<file path="config.mk">
export PLATFORM = sky130hd
export DESIGN_NAME = datamem_arbiter
export DESIGN_NICKNAME = d
export VERILOG_FILES = /design/src/rtl/datamem_arbiter.sv
export SDC_FILE = /design/constraint.sdc
export NUM_CORES = 1
export LEC_CHECK = 0
export ABC_AREA = 1
export CAP_MARGIN = 10
export CORE_ASPECT_RATIO = 0.5
export CORE_MARGIN = 10
export CORE_UTILIZATION = 27
export CTS_CLUSTER_DIAMETER = 100
export CTS_CLUSTER_SIZE = 40
export DETAILED_ROUTE_END_ITERATION = 16
export GPL_TIMING_DRIVEN = 0
export PLACE_DENSITY = 0.83
export REMOVE_ABC_BUFFERS = 1
export SETUP_SLACK_MARGIN = 0.1
export SYNTH_ARGS = -nofsm -noshare
export SYNTH_HDL_FRONTEND = slang
export SYNTH_SLANG_ARGS = --single-unit
</file>
<file path="constraint.sdc">
create_clock -name clk -period 1.8 [get_ports clk]
set_input_delay 0.54 -clock clk [delete_from_list [all_inputs] [get_ports clk]]
set_output_delay 0.54 -clock clk [all_outputs]
set_load 0.01 [all_outputs]
</file>
<file path="src/rtl/datamem_arbiter.sv">
// datamem_arbiter: round-robin arbiter sharing one single-port data memory among NUM_REQ requesters
//   clk, rst_n        : clock, asynchronous active-low reset
//   req_valid/we/lock : per-requester request, write select, hold-ownership flag
//   req_addr/wdata    : flattened per-requester address and write data
//   req_ready         : one-hot accept strobe (transfer = valid & ready)
//   rsp_valid/rdata   : one-hot read-data strobe and shared read-data bus
//   mem_*             : single-port memory interface, read data valid the cycle after mem_memread
//   Optional macro DATAMEM_ARB_PRIO0_EN: requester 0 gets fixed priority over unlocked round-robin.
module datamem_arbiter #(
  parameter int NUM_REQ = 2,
  parameter int ADDR_W  = 10,
  parameter int DATA_W  = 32
) (
  input  logic                      clk,
  input  logic                      rst_n,
  input  logic [NUM_REQ-1:0]        req_valid,
  input  logic [NUM_REQ-1:0]        req_we,
  input  logic [NUM_REQ-1:0]        req_lock,
  input  logic [NUM_REQ*ADDR_W-1:0] req_addr,
  input  logic [NUM_REQ*DATA_W-1:0] req_wdata,
  output logic [NUM_REQ-1:0]        req_ready,
  output logic [NUM_REQ-1:0]        rsp_valid,
  output logic [DATA_W-1:0]         rsp_rdata,
  output logic [ADDR_W-1:0]         mem_address,
  output logic [DATA_W-1:0]         mem_writedata,
  output logic                      mem_memwrite,
  output logic                      mem_memread,
  input  logic [DATA_W-1:0]         mem_readdata
);
`ifdef DATAMEM_ARB_PRIO0_EN
  localparam bit PRIO0 = 1'b1;
`else
  localparam bit PRIO0 = 1'b0;
`endif
  localparam int PW = NUM_REQ > 1 ? $clog2(NUM_REQ) : 1;
  typedef enum logic {IDLE, READ_WAIT} state_t;
  state_t state, state_nx;
  logic [PW-1:0] rr_ptr, owner, win, inc, ptr_nx;
  logic locked, grant;
  // Grants are gated by rst_n so every memory control drops the moment reset asserts.
  // The scan runs from the farthest candidate down so the nearest one to rr_ptr wins.
  always_comb begin
    grant = 1'b0;
    win = '0;
    if (rst_n && state == IDLE) begin
      if (locked) begin
        grant = req_valid[owner];
        win = owner;
      end else if (PRIO0 && req_valid[0]) begin
        grant = 1'b1;
      end else begin
        for (int k = NUM_REQ - 1; k >= 0; k--)
          if (req_valid[(int'(rr_ptr) + k) % NUM_REQ] && !(PRIO0 && (int'(rr_ptr) + k) % NUM_REQ == 0)) begin
            grant = 1'b1;
            win = PW'((int'(rr_ptr) + k) % NUM_REQ);
          end
      end
    end
  end
  // With fixed priority, a requester-0 grant leaves the rotation alone and the pointer never lands on 0.
  assign inc = PW'((int'(win) + 1) % NUM_REQ);
  assign ptr_nx = !PRIO0 ? inc : win == '0 ? rr_ptr : inc == '0 ? PW'(1) : inc;
  always_comb begin
    req_ready = '0;
    req_ready[win] = grant;
    mem_memwrite = grant & req_we[win];
    mem_memread = grant & ~req_we[win];
    mem_address = grant ? req_addr[int'(win)*ADDR_W +: ADDR_W] : '0;
    mem_writedata = grant ? req_wdata[int'(win)*DATA_W +: DATA_W] : '0;
    state_nx = mem_memread ? READ_WAIT : IDLE;
  end
  always_ff @(posedge clk or negedge rst_n)
    if (!rst_n) begin
      state <= IDLE;
      rr_ptr <= '0;
      owner <= '0;
      locked <= 1'b0;
      rsp_valid <= '0;
      rsp_rdata <= '0;
    end else begin
      state <= state_nx;
      rsp_valid <= '0;
      if (state == READ_WAIT) begin
        rsp_valid[owner] <= 1'b1;
        rsp_rdata <= mem_readdata;
      end
      if (grant) begin
        locked <= req_lock[win];
        if (req_lock[win] || !req_we[win])
          owner <= win;
        if (!req_lock[win])
          rr_ptr <= ptr_nx;
      end else if (locked && state == IDLE)
        locked <= 1'b0;
    end
endmodule
</file>
==> impl_metrics.tcl <==
set metrics [dict create \
    run_status "finished, violations left" \
    violations "setup timing" \
    worstPathRequired_ns 1.26 \
    yosysWarnings 0 \
    critPathMaxFanout 8 \
    worstSetupStartpointType "flop" \
    min_period_ns 2.52 \
    power.leakage_nw 2.84 \
    syn_inst 316 \
    postLayoutCellArea_mm2 0.00528 \
    syn_avg_cell_area_um2 6.70 \
    syn_to_final_growth_pct 149 \
    core_mm2 0.00749 \
    firstDrtPassIters 4 \
    p_sw_mw 1.96 \
    rrSetupSlack_ns -0.13 \
    critPathArrivalTime_ns 1.98 \
    die_x_um 145 \
    relSlewSlack_pct 79.4 \
    clock_latency_ns 0.28 \
    rsz0062_at_grt "yes" \
    avgViaCountPerCell 4.50 \
    grt_overflow 0 \
    rows 22 \
    drive_gt1_share_pct 35.8 \
    dr_total_vias 2977 \
    cp-end-kind "primary output" \
    initial_core_util_pct 28.3 \
    ys_seq_area_share_pct 44.9 \
    p_seq_share_pct 26.0 \
    fin_util_pct 70.5 \
    ir_drop_v 0.000436 \
    hold_violations 0 \
    final.period_utilization_pct 140 \
    yosys.area.top_type "dfrtp_1" \
    dp_hpwl_um 7440 \
    pwr-share-clk_pct 21.7 \
    drv_slew 0 \
    clockBufferDepth 2 \
    port_buffers 203 \
    synth_seq_cells 38 \
    power_frac_comb_pct 52.3 \
    maxCapViolCount 0 \
    cts_tree "yes" \
    critical_path_class "reg2out" \
    synth_top_area_share_pct 44.9 \
    place_area_mm2 0.00417 \
    h-tree-depth 2 \
    grt_max_degree 41 \
    power.internal_mw 3.37 \
    track_usage_pct 18.1 \
    finalPower_mw 5.34 \
    swShare_pct 36.8 \
    antenna_found_initial 1 \
    post-route-drc-count 0 \
    grt_pass1_wl_um 17300 \
    fp.dieArea_mm2 0.0120 \
    hold_path_class "in2async" \
    final_antenna_net_count 0 \
    cts_hold_buf 0 \
    preCtsSetupSlack_ns -1.95 \
    finClkSkew_ns 0.00690 \
    grt_pass1_vias 3103 \
    die_y_um 82.6 \
    powerDensity_mw_per_mm2 1010 \
    worst_pin_slew_ns 0.309 \
    nNetsFinal 676 \
    setup_viol 47 \
    synth_cell_types 18 \
    dr.first_iter.drc_count 153 \
    gp_congestion 0.754 \
    synth_area_mm2 0.00212 \
    cts_inserted_buffers 5 \
    setup_slack_ns -0.716 \
    routed_wl_um 12700 \
    ioPinCount 204 \
    clk_pin_slew_ns 0.06 \
    synth_area_leaders "dfrtp_1 45%, nand2_1 40%, nand2_2 3.8%" \
    max_freq_ghz 0.397 \
    clock-sinks 38 \
    wl_per_cell_um 19.2 \
    fin_tns_setup_ns -29.96 \
    root_buffer "clkbuf_16" \
]
[power groups by stage]
stage | Sequential [mW] | Combinational, mW | Clock, mW
floorplan | 1.57 | 0.652 | 0
global placement | 1.42 | 2.25 | 0
detailed placement | 1.43 | 2.28 | 0
CTS | 1.38 | 2.53 | 1.17
global route | 1.43 | 3.00 | 1.22
finish | 1.38 | 2.79 | 1.16
[layout by cell type, fill, tap and decap left out, types with 2 or more instances in the layout]
cell	instances
dfrtp_1	37
nand2_8	3
dlygate4sd2_1	32
nand2_1	149
inv_12	4
clkdlybuf4s50_1	120
dlymetal6s2s_1	4
clkbuf_16	5
inv_1	5
nand3_4	2
nand3_1	3
buf_6	40
o21ai_0	2
nand2_2	59
buf_12	4
buf_2	13
clkinv_8	11
buf_4	16
inv_6	2
nand2_4	30
bufinv_16	2
[critical path: stages (launching register included)]
cell	delay [ns]
dfrtp_4	0.53
inv_12	0.08
nand2_4	0.05
nor2_4	0.14
nand2_2	0.08
nand2_4	0.09
buf_6	0.12
nand2_8	0.18
clkinv_8	0.12
buf_6	0.09
nand2_2	0.04
nand2_2	0.06
buf_6	0.11
[per-layer routing]
metal	wire length [µm]	GRT usage, %
met2	6730	34.3
met3	987	6.35
met4	282	6.11
met5	0	0
met1	4700	18.9
[synth_stat cells]
library cell and number:
nand3_1 5, o21ai_0 2, inv_4 1, inv_6 1, inv_2 1, nor2_1 2
buf_4 4, inv_1 6, clkinv_2 1, nand4_1 1, nor2_4 1, nand2_4 1
nand2_2 13, clkbuf_1 6, a21boi_0 1, buf_6 5, dfrtp_1 38, nand2_1 227
[state kept, by name (all words and copies together) (netlist names)]
name / count
rsp_valid: 2
locked: 1
state: 1
rsp_rdata: 32
rr_ptr: 1
owner: 1
[cells by family after synthesis]
group | after synthesis | synth area share, %
AND/OR/NAND/NOR | 250 | 47.0
buffers and inverters | 25 | 7.32
flip-flops | 38 | 44.9
AO/OA/AOI/OAI | 3 | 0.827
[metrics by stage]
stage | cells | hold slack, ns
after detailed placement | 612 | 0.457
after global placement | 612 | 0.453
final | 662 | 0.127
after CTS | 654 | 0.144
after floorplan | 301 | 0.244
after global routing | 662 | 0.145
[path summary, 6_finish.rpt]
check	endpoint	depth (start not counted)	start
min in group clk	rsp_rdata[27]$_DFFE_PN0P_	2	rsp_rdata[27]$_DFFE_PN0P_
max in group asynchronous	state$_DFF_PN0_	1	rst_n
setup reg to reg	owner$_DFFE_PN0P_	13	state$_DFF_PN0_
hold reg to reg	rsp_rdata[27]$_DFFE_PN0P_	2	rsp_rdata[27]$_DFFE_PN0P_
setup / recovery	mem_writedata[6]	12	state$_DFF_PN0_
hold / removal	rsp_rdata[6]$_DFFE_PN0P_	1	rst_n
[area by class of cell]
cell class | instances | area (µm²)
Inverter | 10 | 80.1
Multi-Input combinational cell | 253 | 1420
Fill cell | 556 | 2210
Sequential cell | 38 | 955
Clock buffer | 6 | 139
Antenna cell | 1 | 2.50
Clock inverter | 2 | 60.1
Timing Repair inverter | 14 | 224
Tap cell | 108 | 135
Timing Repair Buffer | 230 | 2260
[what timing repair did]
| action | 4_1_cts | 5_1_grt |
|---|---|---|
| gates cloned | 14 | 0 |
| pin swaps | 22 | 27 |
| gates resized for setup | 341 | 79 |
| buffers inserted | 20 | 8 |
| endpoints found under the setup margin | 112 | 50 |
Power figures use the tool's default switching activity.
